File: src/rtl/logic_pipe.sv
// ----------------------------------------------------------------------------
// logic_pipe
//
// Purpose:
//    Bitwise logic unit followed by a DEPTH-stage elastic pipeline with
//    valid/ready handshakes on both sides. Each stage holds one result and a
//    valid bit. A stage moves forward when the stage ahead of it is empty or is
//    moving forward too. This lets bubbles close up while the output is
//    stalled, and it gives full throughput while the output is flowing.
//
// Parameters:
//    WIDTH  operand / result width in bits (1..64)
//    DEPTH  number of pipeline stages (1..8)
//
// Ports:
//    clock      single clock; all state changes on its rising edge
//    reset      synchronous, active-high reset
//    in_valid   upstream presents op/a/b
//    in_ready   the pipe accepts an operation this cycle
//    op         operation select (NOT a, AND, OR, XOR, NAND, NOR, XNOR, pass a)
//    a, b       operands
//    out_valid  out holds a valid result
//    out_ready  downstream accepts the result
//    out        result from the last stage
//    occupancy  number of stages currently holding a valid result
//
// Optional feature (macro LOGIC_PIPE_REDUCE_EN):
//    all_ones, any_one, is_zero
//               AND-, OR- and NOR-reduction of the stage-1 result. These flags
//               travel down the pipe alongside their result.
// ----------------------------------------------------------------------------
module logic_pipe #(
   parameter int WIDTH = 16,
   parameter int DEPTH = 2
) (
   input  logic                           clock,
   input  logic                           reset,
   input  logic                           in_valid,
   output logic                           in_ready,
   input  logic [2:0]                     op,
   input  logic [WIDTH-1:0]               a,
   input  logic [WIDTH-1:0]               b,
   output logic                           out_valid,
   input  logic                           out_ready,
   output logic [WIDTH-1:0]               out,
`ifdef LOGIC_PIPE_REDUCE_EN
   output logic                           all_ones,
   output logic                           any_one,
   output logic                           is_zero,
`endif
   output logic [$clog2(DEPTH+1)-1:0]     occupancy
);

   localparam int OCC_W = $clog2(DEPTH + 1);

`ifdef LOGIC_PIPE_REDUCE_EN
   // The three reduction flags sit above the result bits in each stage word.
   localparam int PW = WIDTH + 3;
`else
   localparam int PW = WIDTH;
`endif

   logic [WIDTH-1:0] w_result;
   logic [PW-1:0]    w_stageIn;
   logic [DEPTH-1:0] w_adv;
   logic             w_room;
   logic             w_accept;

   logic [DEPTH-1:0] r_valid;
   logic [PW-1:0]    r_data [DEPTH];

   // Operation decode. The result is purely combinational and is captured
   // into stage 1 when an operation is accepted.
   always_comb begin
      w_result = '0;
      case (op)
         3'b000:  w_result = ~a;
         3'b001:  w_result = a & b;
         3'b010:  w_result = a | b;
         3'b011:  w_result = a ^ b;
         3'b100:  w_result = ~(a & b);
         3'b101:  w_result = ~(a | b);
         3'b110:  w_result = ~(a ^ b);
         default: w_result = a;
      endcase
   end

`ifdef LOGIC_PIPE_REDUCE_EN
   assign w_stageIn = {&w_result, |w_result, ~|w_result, w_result};
`else
   assign w_stageIn = w_result;
`endif

   // Advance computation, walking from the output back toward stage 1.
   // w_room means "something at or after the next stage can take a result
   // this cycle". That is true when the output is being taken or when any
   // later stage is empty. A valid stage advances exactly when there is room.
   // Evaluating it this way avoids a chain of w_adv bits feeding each other.
   always_comb begin
      w_room = out_ready;
      w_adv  = '0;
      for (int k = DEPTH - 1; k >= 0; k--) begin
         w_adv[k] = r_valid[k] & w_room;
         w_room   = w_room | ~r_valid[k];
      end
   end

   // The block is never ready while reset is asserted. Otherwise it is ready
   // when stage 1 is free or is moving on. This gives the combinational path
   // from out_ready to in_ready.
   assign in_ready = ~reset & (~r_valid[0] | w_adv[0]);
   assign w_accept = in_valid & in_ready;

   // Stage registers. A stage loads from its predecessor (or from the logic
   // unit for stage 1) when that predecessor advances. A stage empties when
   // it advances without being refilled. Otherwise it holds, which keeps out
   // stable under back-pressure. Reset clears every stage and its data, so
   // out reads as zero afterwards.
   always_ff @(posedge clock) begin
      if (reset) begin
         r_valid <= '0;
         for (int k = 0; k < DEPTH; k++) begin
            r_data[k] <= '0;
         end
      end else begin
         if (w_accept) begin
            r_valid[0] <= 1'b1;
            r_data[0]  <= w_stageIn;
         end else if (w_adv[0]) begin
            r_valid[0] <= 1'b0;
         end
         for (int k = 1; k < DEPTH; k++) begin
            if (w_adv[k-1]) begin
               r_valid[k] <= 1'b1;
               r_data[k]  <= r_data[k-1];
            end else if (w_adv[k]) begin
               r_valid[k] <= 1'b0;
            end
         end
      end
   end

   // Occupancy is a population count of the stage valid bits. It therefore
   // always matches the number of results held and can never exceed DEPTH.
   always_comb begin
      occupancy = '0;
      for (int k = 0; k < DEPTH; k++) begin
         occupancy = occupancy + OCC_W'(r_valid[k]);
      end
   end

   assign out_valid = r_valid[DEPTH-1];
   assign out       = r_data[DEPTH-1][WIDTH-1:0];

`ifdef LOGIC_PIPE_REDUCE_EN
   assign all_ones = r_data[DEPTH-1][WIDTH+2];
   assign any_one  = r_data[DEPTH-1][WIDTH+1];
   assign is_zero  = r_data[DEPTH-1][WIDTH];
`endif

endmodule

File: config.mk
export PLATFORM = sky130hd
export DESIGN_NAME = logic_pipe
export DESIGN_NICKNAME = d
export VERILOG_FILES = /design/src/rtl/logic_pipe.sv
export SDC_FILE = /design/constraint.sdc
export NUM_CORES = 1
export LEC_CHECK = 0
export BUFFER_PORTS_ARGS = -buffer_cell sky130_fd_sc_hd__buf_4
export CORE_UTILIZATION = 40
export CTS_BUF_LIST = sky130_fd_sc_hd__clkbuf_4 sky130_fd_sc_hd__clkbuf_8
export CTS_CLUSTER_DIAMETER = 150
export DETAILED_ROUTE_END_ITERATION = 6
export PLACE_DENSITY_LB_ADDON = 0.25
export SLEW_MARGIN = 10
export SYNTH_ARGS = -nofsm -noshare
export SYNTH_HDL_FRONTEND = slang
export SYNTH_SLANG_ARGS = --single-unit
File: constraint.sdc
create_clock -name clock -period 1.9 [get_ports clock]
set_clock_uncertainty 0.05 [all_clocks]
set_input_delay 0.475 -clock clock [delete_from_list [all_inputs] [get_ports clock]]
set_output_delay 0.475 -clock clock [all_outputs]
set_load 0.01 [all_outputs]
==> impl_metrics.env <==
export IMPL_placed_cell_area_um2=3500
export IMPL_multi_input_area_um2=1670
export IMPL_worstPathArrival_ps=1770
export IMPL_hold_buffers=0
export IMPL_clock_fmax_mhz=573
export IMPL_grt_max_degree=28
export IMPL_grt_usage_pct=16.3
export IMPL_synth_mux_area_share_pct=3.04
export IMPL_synthXorXnorAreaFrac_pct=0
export IMPL_drive_gt1_share_pct=24.3
export IMPL_syn_avg_cell_area_um2=8.79
export IMPL_synth_edf_count=32
export IMPL_end_kind="register"
export IMPL_routed_wl_um=6120
export IMPL_place_gp_congestion=0.801
export IMPL_htree_num_levels=2
export IMPL_cts_setup_buffers=0
export IMPL_design_area_um2=3590
export IMPL_p_total_mw=1.98
export IMPL_grt_pass1_wl_um=10200
export IMPL_cp_max_fo=16
export IMPL_rsz0062_at_grt="false"
export IMPL_seq_area_um2=1000
export IMPL_leakage_nw=1.64
export IMPL_yosysUniqueCellTypes=45
export IMPL_fin_crit_sh_pct=91.9
export IMPL_die_h_um=89.2
export IMPL_synth_simple_gate_area_share_pct=15.8
export IMPL_overflow=0
export IMPL_synth_compound_area_share_pct=22.1
export IMPL_reg2reg_depth=5
export IMPL_drv_cap=0
export IMPL_power_density_nw_per_um2=552
export IMPL_grt_pass1_vias=2201
export IMPL_reg2reg_to="r_data[0][4]"
export IMPL_utilization_pct=49.3
export IMPL_critPathCapture="r_data[0][4]"
export IMPL_final_common_cell="buf_4"
export IMPL_hold_viol_final=0
export IMPL_start_kind="register"
export IMPL_synth_top_family_by_area="compound AO/OA/AOI/OAI gates"
export IMPL_nets=458
export IMPL_ant_nets=0
export IMPL_synthCells=346
export IMPL_synth_ff_type="edfxtp_1"
export IMPL_numCtsBuffers=5
export IMPL_synth_nets=418
export IMPL_dr_pass1_iters=4
export IMPL_ctsResizeCount=1
export IMPL_drt_iter0_drc=232
export IMPL_cts_num_sinks=34
export IMPL_remaining_drc_errors=0
export IMPL_yosysWarnings=0
export IMPL_final_cell_mix="buf_4, inv_1, nor2_1, nand2_1, ha_1"
export IMPL_path_clk_slew_ps=70
export IMPL_area_growth_pct=18.1
export IMPL_required_ps=1920
export IMPL_die_w_um=89.2
export IMPL_post_route_min_period_ps=1750
export IMPL_detail_route_wl_per_cell_um=12.6
export IMPL_rows=31
export IMPL_tns_ps=0
export IMPL_dieArea_um2=7960
export IMPL_r2r_start="r_valid[1]"
export IMPL_cts_root_buf="clkbuf_8"
export IMPL_vias=2503
export IMPL_viasPerCell=5.15
export IMPL_port_buffers=58
export IMPL_path_class="reg -> reg"
export IMPL_async_flop_share_pct=0
export IMPL_min_path_type="in -> reg"
export IMPL_coreArea_um2=7290
export IMPL_relSlewSlack_pct=56.2
export IMPL_start_util_pct=41.7
export IMPL_vdd_drop_max_mv=0.249
export IMPL_netlist_area_um2=3040
export IMPL_fillers=705
export IMPL_cts_tree="done"
export IMPL_antenna_found_initial=0
export IMPL_clock_latency_ps=280
export IMPL_antennaDiodeCount=0
export IMPL_synthAdderAreaFrac_pct=13.6
export IMPL_ys_ff_latch=34
export IMPL_slew_violations=0
export IMPL_reg2reg_slack_ps=150
export IMPL_worst_pin_slew_ps=658
export IMPL_yosysSeqAreaShare_pct=32.9
export IMPL_dp_hpwl_um=4560
export IMPL_setup_violations=0
export IMPL_critPathLaunch="r_valid[1]"
export IMPL_pin_count=59
export IMPL_status="completed"
export IMPL_clockBufferDepth=2
## registers in the layout (all words and copies together) (netlist names)
signal   count
r_data      32
r_valid      2
## worst min path at each step
stage / start / to / slack [ps] / depth (start not counted)
floorplan: r_data[0][0] / r_data[0][16] / 450 / 1
detailed placement: r_data[0][13] / r_data[0][29] / 460 / 1
finish: reset / r_valid[0] / 360 / 2
CTS: reset / r_valid[1] / 350 / 2
global placement: r_data[0][13] / r_data[0][29] / 450 / 1
global route: reset / r_valid[1] / 350 / 2
## cell type report
class | instances | area share, %
Multi-Input combinational cell | 235 | 46.5
Sequential cell | 34 | 27.9
Timing Repair Buffer | 73 | 16.0
Inverter | 37 | 3.87
Tap cell | 99 | 3.45
Clock buffer | 6 | 2.12
Clock inverter | 2 | 0.244
## power breakdown
| part | internal [mW] | switching, mW |
|---|---|---|
| clock | 0.266 | 0.251 |
| combinational | 0.262 | 0.291 |
| sequential | 0.894 | 0.0182 |
| total | 1.42 | 0.561 |
## stage by stage
stage               std cells  hold slack (ps)  setup WS (ps)
global placement          478              451           -104
global route              486              352           86.4
floorplan                 346              447            150
CTS                       486              345           93.2
detailed placement        478              456           -228
finish                    486              359            154
## critical path, cell delays in order (launching register included)
cell,delay [ps]
dfxtp_1,320
nor2b_4,130
and2_4,160
or3_1,400
buf_12,180
a211oi_1,280
## cell usage after synthesis (all sizes together), types with 2 or more instances
library cell   n  share of area [%]
a22oi          4               0.99
and2          17                3.6
o21bai         2               0.49
o211ai         7                1.7
nand2         33                4.1
clkbuf        11                1.4
nor4b          3                1.1
mux2           2               0.74
o211a          3               0.99
a2111oi        5                2.5
mux2i          7                2.3
o311ai         2               0.58
dfxtp          2                1.3
nor3           4               0.66
buf           29                6.6
a211oi         9                2.2
o31ai          7                1.7
a31oi          6                1.2
a21oi         12                2.0
nand3          7                1.2
o21ai         17                2.8
o32ai          4                1.2
a211o          6                1.7
nor2          34                4.2
inv           37                4.6
edfxtp        32                 32
ha            33                 14
## cells by family after synthesis
| family | Yosys count |
|---|---|
| simple gates | 102 |
| compound gates | 91 |
| buf+inv | 77 |
| flops | 34 |
| fa+ha+maj | 33 |
| mux | 9 |
## routing by layer
| metal | GRT usage (%) | share of wire [%] |
|---|---|---|
| met5 | 0 | 0 |
| met2 | 25.7 | 46 |
| met4 | 5.48 | 1.2 |
| met1 | 23.1 | 49 |
| met3 | 2.12 | 3.7 |
Power figures use the tool's default switching activity.
